## src/rtl/prog_counter.sv

```systemverilog
// prog_counter: runtime-programmable up/down modulo counter for BPSK symbol and
// sample timing. Shadowed terminal value, load, clear, one-shot mode, and a
// registered carry pulse on every wrap.
// Optional feature macro: PROG_COUNTER_PRESCALE_EN. When it is defined, a step
// happens once every PRESCALE enabled RUN cycles. When it is not defined, every
// enabled RUN cycle is a step.
module prog_counter #(
    parameter int WIDTH    = 11,
    parameter int TERM_RST = 2047,
    parameter int PRESCALE = 4
) (
    input  logic             clk_sig,
    input  logic             reset_sig,
    input  logic             en_sig,
    input  logic             dir_sig,
    input  logic             clr_sig,
    input  logic             load_sig,
    input  logic [WIDTH-1:0] load_val,
    input  logic             term_wr_sig,
    input  logic [WIDTH-1:0] term_val,
    input  logic             oneshot_sig,
    output logic [WIDTH-1:0] counter_sig,
    output logic [WIDTH-1:0] term_sig,
    output logic             carry_sig,
    output logic             done_sig
);

    typedef enum logic [0:0] {ST_RUN = 1'b0, ST_HOLD = 1'b1} state_t;

    state_t           state_r, state_nxt_s;
    logic [WIDTH-1:0] count_r, count_nxt_s;
    logic [WIDTH-1:0] term_r, term_nxt_s;
    logic [WIDTH-1:0] pend_r, pend_nxt_s;
    logic             pend_valid_r, pend_valid_nxt_s;
    logic             carry_r;
    logic             wrap_s;
    logic             tick_s;
    logic             done_s;

`ifdef PROG_COUNTER_PRESCALE_EN
    localparam int PRESC_W = (PRESCALE > 1) ? $clog2(PRESCALE) : 1;
    localparam logic [PRESC_W-1:0] PRESC_MAX = PRESC_W'(PRESCALE - 1);

    logic [PRESC_W-1:0] presc_r, presc_nxt_s;

    // Prescaler: counts enabled RUN cycles and restarts on clr, load or en drop.
    always_comb begin
        presc_nxt_s = presc_r;
        tick_s      = 1'b0;
        if (clr_sig || load_sig || !en_sig) begin
            presc_nxt_s = '0;
        end else if (state_r == ST_RUN) begin
            if (presc_r == PRESC_MAX) begin
                tick_s      = 1'b1;
                presc_nxt_s = '0;
            end else begin
                presc_nxt_s = presc_r + PRESC_W'(1);
            end
        end else begin
            presc_nxt_s = presc_r;
        end
    end

    // Prescaler register.
    always_ff @(posedge clk_sig or negedge reset_sig) begin
        if (!reset_sig) begin
            presc_r <= '0;
        end else begin
            presc_r <= presc_nxt_s;
        end
    end
`else
    // Without the prescaler every enabled RUN cycle is a step (PRESCALE is always >= 1).
    always_comb begin
        tick_s = (PRESCALE >= 1) ? 1'b1 : 1'b0;
    end
`endif

    // Count datapath: clear beats load beats step. A wrap or clear promotes the pending terminal.
    always_comb begin
        count_nxt_s = count_r;
        term_nxt_s  = term_r;
        wrap_s      = 1'b0;
        if (clr_sig) begin
            count_nxt_s = '0;
            if (pend_valid_r) begin
                term_nxt_s = pend_r;
            end else begin
                term_nxt_s = term_r;
            end
        end else if (load_sig) begin
            count_nxt_s = (load_val > term_r) ? term_r : load_val;
        end else if ((state_r == ST_RUN) && en_sig && tick_s) begin
            if (!dir_sig) begin
                if (count_r == term_r) begin
                    count_nxt_s = '0;
                    wrap_s      = 1'b1;
                    term_nxt_s  = pend_valid_r ? pend_r : term_r;
                end else begin
                    count_nxt_s = count_r + WIDTH'(1);
                end
            end else begin
                if (count_r == '0) begin
                    wrap_s      = 1'b1;
                    term_nxt_s  = pend_valid_r ? pend_r : term_r;
                    count_nxt_s = pend_valid_r ? pend_r : term_r;
                end else begin
                    count_nxt_s = count_r - WIDTH'(1);
                end
            end
        end else begin
            count_nxt_s = count_r;
        end
    end

    // Pending terminal: a write always lands; a consuming wrap/clear only drops the valid flag.
    always_comb begin
        pend_nxt_s       = pend_r;
        pend_valid_nxt_s = pend_valid_r;
        if (term_wr_sig) begin
            pend_nxt_s       = term_val;
            pend_valid_nxt_s = 1'b1;
        end else if (clr_sig || wrap_s) begin
            pend_valid_nxt_s = 1'b0;
        end else begin
            pend_valid_nxt_s = pend_valid_r;
        end
    end

    // FSM next state: a one-shot wrap parks in HOLD; only clr or load resume counting.
    always_comb begin
        state_nxt_s = state_r;
        case (state_r)
            ST_RUN: begin
                if (clr_sig || load_sig) begin
                    state_nxt_s = ST_RUN;
                end else if (wrap_s && oneshot_sig) begin
                    state_nxt_s = ST_HOLD;
                end else begin
                    state_nxt_s = ST_RUN;
                end
            end
            ST_HOLD: begin
                if (clr_sig || load_sig) begin
                    state_nxt_s = ST_RUN;
                end else begin
                    state_nxt_s = ST_HOLD;
                end
            end
            default: state_nxt_s = ST_RUN;
        endcase
    end

    // FSM outputs: done is a direct decode of the state register.
    always_comb begin
        done_s = 1'b0;
        case (state_r)
            ST_HOLD: done_s = 1'b1;
            ST_RUN:  done_s = 1'b0;
            default: done_s = 1'b0;
        endcase
    end

    // State, count, terminal and carry registers.
    always_ff @(posedge clk_sig or negedge reset_sig) begin
        if (!reset_sig) begin
            state_r      <= ST_RUN;
            count_r      <= '0;
            term_r       <= WIDTH'(TERM_RST);
            pend_r       <= WIDTH'(TERM_RST);
            pend_valid_r <= 1'b0;
            carry_r      <= 1'b0;
        end else begin
            state_r      <= state_nxt_s;
            count_r      <= count_nxt_s;
            term_r       <= term_nxt_s;
            pend_r       <= pend_nxt_s;
            pend_valid_r <= pend_valid_nxt_s;
            carry_r      <= wrap_s;
        end
    end

    assign counter_sig = count_r;
    assign term_sig    = term_r;
    assign carry_sig   = carry_r;
    assign done_sig    = done_s;

endmodule

```

## config.mk

```make
export PLATFORM = sky130hd
export DESIGN_NAME = prog_counter
export DESIGN_NICKNAME = d
export VERILOG_FILES = /design/src/rtl/prog_counter.sv
export SDC_FILE = /design/constraint.sdc
export NUM_CORES = 1
export LEC_CHECK = 0
export ABC_AREA = 1
export BUFFER_PORTS_ARGS = -buffer_cell sky130_fd_sc_hd__buf_2
export CAP_MARGIN = 20
export CORE_MARGIN = 2
export CORE_UTILIZATION = 40
export DETAILED_ROUTE_END_ITERATION = 8
export PLACE_DENSITY = 0.64
export RECOVER_POWER = 50
export SETUP_SLACK_MARGIN = 0.5
export SLEW_MARGIN = 5
export SYNTH_ARGS = -nofsm -noshare
export SYNTH_HDL_FRONTEND = slang
export SYNTH_SLANG_ARGS = --single-unit
```

## constraint.sdc

```tcl
create_clock -name clk_sig -period 6.1 [get_ports clk_sig]
set_clock_uncertainty 0.1 [all_clocks]
set_input_delay 0.305 -clock clk_sig [delete_from_list [all_inputs] [get_ports clk_sig]]
set_output_delay 0.305 -clock clk_sig [all_outputs]
set_load 0.03 [all_outputs]
```

**Yosys cells after proc, flatten, opt, wreduce, memory -nomap -nowiden**

Cells that the tools add are included.

- Word-level logic and storage cells: 50
- Memories kept: 0
- Bits in read-only memories: 0
- Output and inout bits: 24
- Bits in latches: 0
- Flip-flop bits (word level): 36
- Memory bits (writable): 0
- Bits of input ports: 30

- Multiplexer cells: 27
- Reduce and logical (&&, ||, !) cells: 10
- Magnitude comparators: 1
- Equality and inequality tests: 3
- Multiply operators: 0
- $add $sub $neg: 2
- Divide/modulo/power cells: 0
- Bitwise operators: 1
- Shifts and indexed selects: 0

Operators with widths:

| kind | count |
|---|---|
| $mux W11 | 14 |
| $add A11 B1 Y11 const B | 1 |
| $eq A11 B11 Y1 | 1 |
| $gt A11 B11 Y1 | 1 |
| $logic_not A11 Y1 | 1 |
| $mux W1 | 11 |
| $sub A11 B1 Y11 const B | 1 |
| $reduce_bool A3 Y1 | 2 |
| $pmux W1 S2 | 2 |
| $reduce_and A4 Y1 | 1 |
| $reduce_bool A2 Y1 | 2 |
| $ne A3 B1 Y1 const B | 1 |
| $logic_and A1 B1 Y1 | 2 |
| $logic_or A1 B1 Y1 | 2 |
| $ne A2 B2 Y1 const B | 1 |
| $not A1 Y1 | 1 |

**Logic depth before layout (Yosys ltp)**

- Word-level depth: 10
- Mapped depth: 14
- Gate-level depth less buffers: 14

**Worst setup path after synthesis**

Ideal clock, no wire load.

- Path kind: register to register
- Start point: reg term_r[9], in the netlist term_sig[9]
- End point: reg count_r[2], in the netlist counter_sig[2]
- Required time: 5.887 ns
- Path buffers: 1
- Path slack: 3.889 ns
- Library setup time: 0.113 ns
- Clock period less this slack: 2.211 ns
- Arrival: 1.998 ns
- Cell stages (with the launch flop): 14
- Cell sequence: dfstp_2 -> inv_1 -> ha_1 -> nand2_1 -> nor2_1 -> and2_1 -> nand2_1 -> nand3_1 -> buf_2 -> nand3_1 -> nand3_1 -> nand3_1 -> nand2_1 -> inv_1

- Cells in the longest elaborated chain, start to end: 6
- Elaborated cells between the ends (all ways): 8
- Classes of those cells: order compare: 1; eq/ne: 1; mux: 6

RTL lines:

| what | RTL line | source |
|---|---|---|
| from (decl) | 32 | `logic [WIDTH-1:0] term_r, term_nxt_s;` |
| from (signal assigned) | 169 | `term_r <= WIDTH'(TERM_RST);` |
| from (signal assigned) | 176 | `term_r <= term_nxt_s;` |
| branches (longest 4 deep; another with $gt A11 B11 Y1) | -- |  |
| $mux W11 (*) | 91 | `end else if (load_sig) begin` |
| $mux W11 (*) | 84 | `if (clr_sig) begin` |
| to (signal assigned) | 175 | `count_r <= count_nxt_s;` |
| to (decl) | 31 | `logic [WIDTH-1:0] count_r, count_nxt_s;` |

Mark *: on every way between the ends. The select of a mux whose other input is x is not followed.
A chain may end at the register's enable or synchronous reset.

**Worst setup path after layout**

- Start point: reg term_r[6], in the netlist term_sig[6]
- End point: reg count_r[1], in the netlist counter_sig[1]

Same word-level chain as after synthesis.

==> impl_metrics.tcl <==
set metrics [dict create \
    synth_top_flop_cell "dfstp_2" \
    cts_setup_buffers 0 \
    avgSynthCellArea_um2 6.45 \
    drc 0 \
    synth-seq-cells 36 \
    syn_inst 491 \
    grtUsageMet1_pct 30.4 \
    grt-busiest-layer "met2" \
    clock.fmax_mhz 365 \
    rsz0062_at_grt "no" \
    setup_viol 0 \
    r2r_start "term_sig[6]" \
    place_area_um2 3450 \
    yosys.area.top_type "nand2_1" \
    grt_first_pass_wirelength_um 15300 \
    crit_path_max_fanout 13 \
    leakage_nw 1.93 \
    cts_resized 0 \
    synthArstFlopShare_pct 100 \
    overflow 0 \
    p_per_area_nw_per_um2 266 \
    critPathArrivalTime_ps 2870 \
    synth.net_count 534 \
    grt_pass1_vias 3142 \
    ys_seq_area_share_pct 29.3 \
    pin_count 54 \
    endpoint_kind "register" \
    grt_max_degree 37 \
    hold-worst-slack_ps 119 \
    synth_edf_count 0 \
    die_w_um 93.0 \
    yosys-top-cells-area "nand2_1, dfstp_2, dfrtp_1, nand3_1, inv_1" \
    hold_viol 0 \
    design_area_um2 3560 \
    violations "max-capacitance violations, max-slew violations" \
    worstHoldPathType "input pin to register" \
    antenna_found_initial 0 \
    diodes 0 \
    first_iter_violations 176 \
    syn2layout_area_growth_pct 12.4 \
    irDropWorstVdd_mv 0.157 \
    dp_hpwl_um 7150 \
    max_slew_margin_pct -33.3 \
    place_inst 628 \
    start_kind "register" \
    yosysUniqueCellTypes 36 \
    grt_use_met3_pct 3.46 \
    cts_tree "yes" \
    layout.nets 576 \
    fp-row-count 32 \
    cts_buffers 5 \
    port_buffers 53 \
    grtUsageTotal_pct 23.0 \
    grt_use_met2_pct 37.1 \
    path_clk_slew_ps 80 \
    ant_nets 0 \
    core_um2 7690 \
    status "complete, but fails checks" \
    synth_common_cells "nand2_1, inv_1, nand3_1" \
    drive_gt1_share_pct 22.1 \
    crit_type "register to register" \
    required_ps 6230 \
    cap_violations 1 \
    viasPerCell 5.14 \
    cts-root-buf "clkbuf_8" \
    cp-startpoint "term_sig[6]" \
    yosysWarnings 0 \
    finalSetupTns_ps 0 \
    drtPass1Iterations 6 \
    synth_area_um2 3170 \
    hold_buffers 0 \
    cts_buffer_depth 2 \
    vias 3270 \
    die_h_um 93.0 \
    synth_top_area_share_pct 21.0 \
    nFillCells 846 \
    start_util_pct 41.2 \
    fin_crit_ps 2740 \
    synth_most_common_cell "nand2_1" \
    dieArea_um2 8640 \
    numClockSinks 36 \
    htree_levels 2 \
    fin_util_pct 46.3 \
    worstHoldStart "term_val[9]" \
    fin_cells 636 \
    fin_crit_sh_pct 44.9 \
    slew_violations 37 \
    worstSkewPairLatency_ps 290 \
    wl_per_cell_um 14.5 \
    drt-total-wl_um 9250 \
    worst_pin_slew_ps 2000 \
    gp_congestion 0.927 \
]
[power breakdown]
part           internal (mW)  switching, mW
Sequential             0.282         0.0626
Combinational          0.129          0.262
Clock                  0.121         0.0907
[routing by layer]
metal,share of wire (%),wire (um),up-vias
met1,44,4080,1501
met2,46,4240,120
met4,3.0,281,0
li1,-,-,1629
met3,7.0,652,20
met5,0,0,-
[cells in the final DEF, fill, tap and decap left out, drive strengths merged, types with 6 or more instances in the layout]
cell      n
a21oi    10
buf      51
clkbuf    8
dfrtp    14
dfstp    22
ha       13
inv      77
nand2   180
nand3    58
nand4     9
nor2     29
o21ai    37
xnor2     6
xor2      7
[worst paths after layout]
kind / end / slack, ps / depth (start not counted)
setup / recovery: counter_sig[1] / 3360 / 13
hold / removal: pend_r[9] / 120 / 3
setup reg to reg: counter_sig[1] / 3360 / 13
hold reg to reg: pend_r[7] / 380 / 2
max in group asynchronous: counter_sig[3] / 4280 / 1
min in group asynchronous: state_r / 470 / 1
[kinds of logic (layout without fill, tap and decap cells)]
family	Yosys count	count (layout)	synth area share, %
xor gates and xnor gates	13	13	3.60
AOI/OAI and AO/OA	53	53	10.6
and+or+nand+nor	280	280	38.8
adders and majority gates	13	13	5.14
buffers and inverters	96	139	12.6
DFF	36	36	29.3
[critical path, stage by stage (launching register included)]
cell     delay [ps]
dfstp_2         600
inv_1           100
ha_1            300
nand2_1          70
nor2_1          140
and2_1          140
nand2_1          50
nand3_1         340
nand2_1         330
nand2_1         160
nand3_1         120
nand3_1         140
nand2_1          60
inv_1            50
[area by class of cell]
| type | instances | area, um^2 | share of cell area, % |
|---|---|---|---|
| flip-flops and latches | 36 | 928 | 26.1 |
| clock inverters | 2 | 35.0 | 0.984 |
| inverters | 78 | 293 | 8.22 |
| clock buffers | 6 | 72.6 | 2.04 |
| well taps | 102 | 128 | 3.59 |
| multi-input cells | 359 | 1840 | 51.7 |
| repair buffers | 53 | 263 | 7.38 |
[flip-flops by register name, summed over array words and instances (netlist names)]
register	flops
state_r	1
pend_r	11
counter_sig	11
pend_valid_r	1
carry_sig	1
term_sig	11
[per-stage QoR]
step / worst slack [ps] / power (mW)
6_report: 3360 / 0.948
4_1_cts: 3450 / 0.954
3_5_place_dp: 3460 / 0.738
3_3_place_gp: 3490 / 0.731
5_1_grt: 3150 / 1.02
2_1_floorplan: 3890 / 0.630
(Power assumes the default switching activity.)
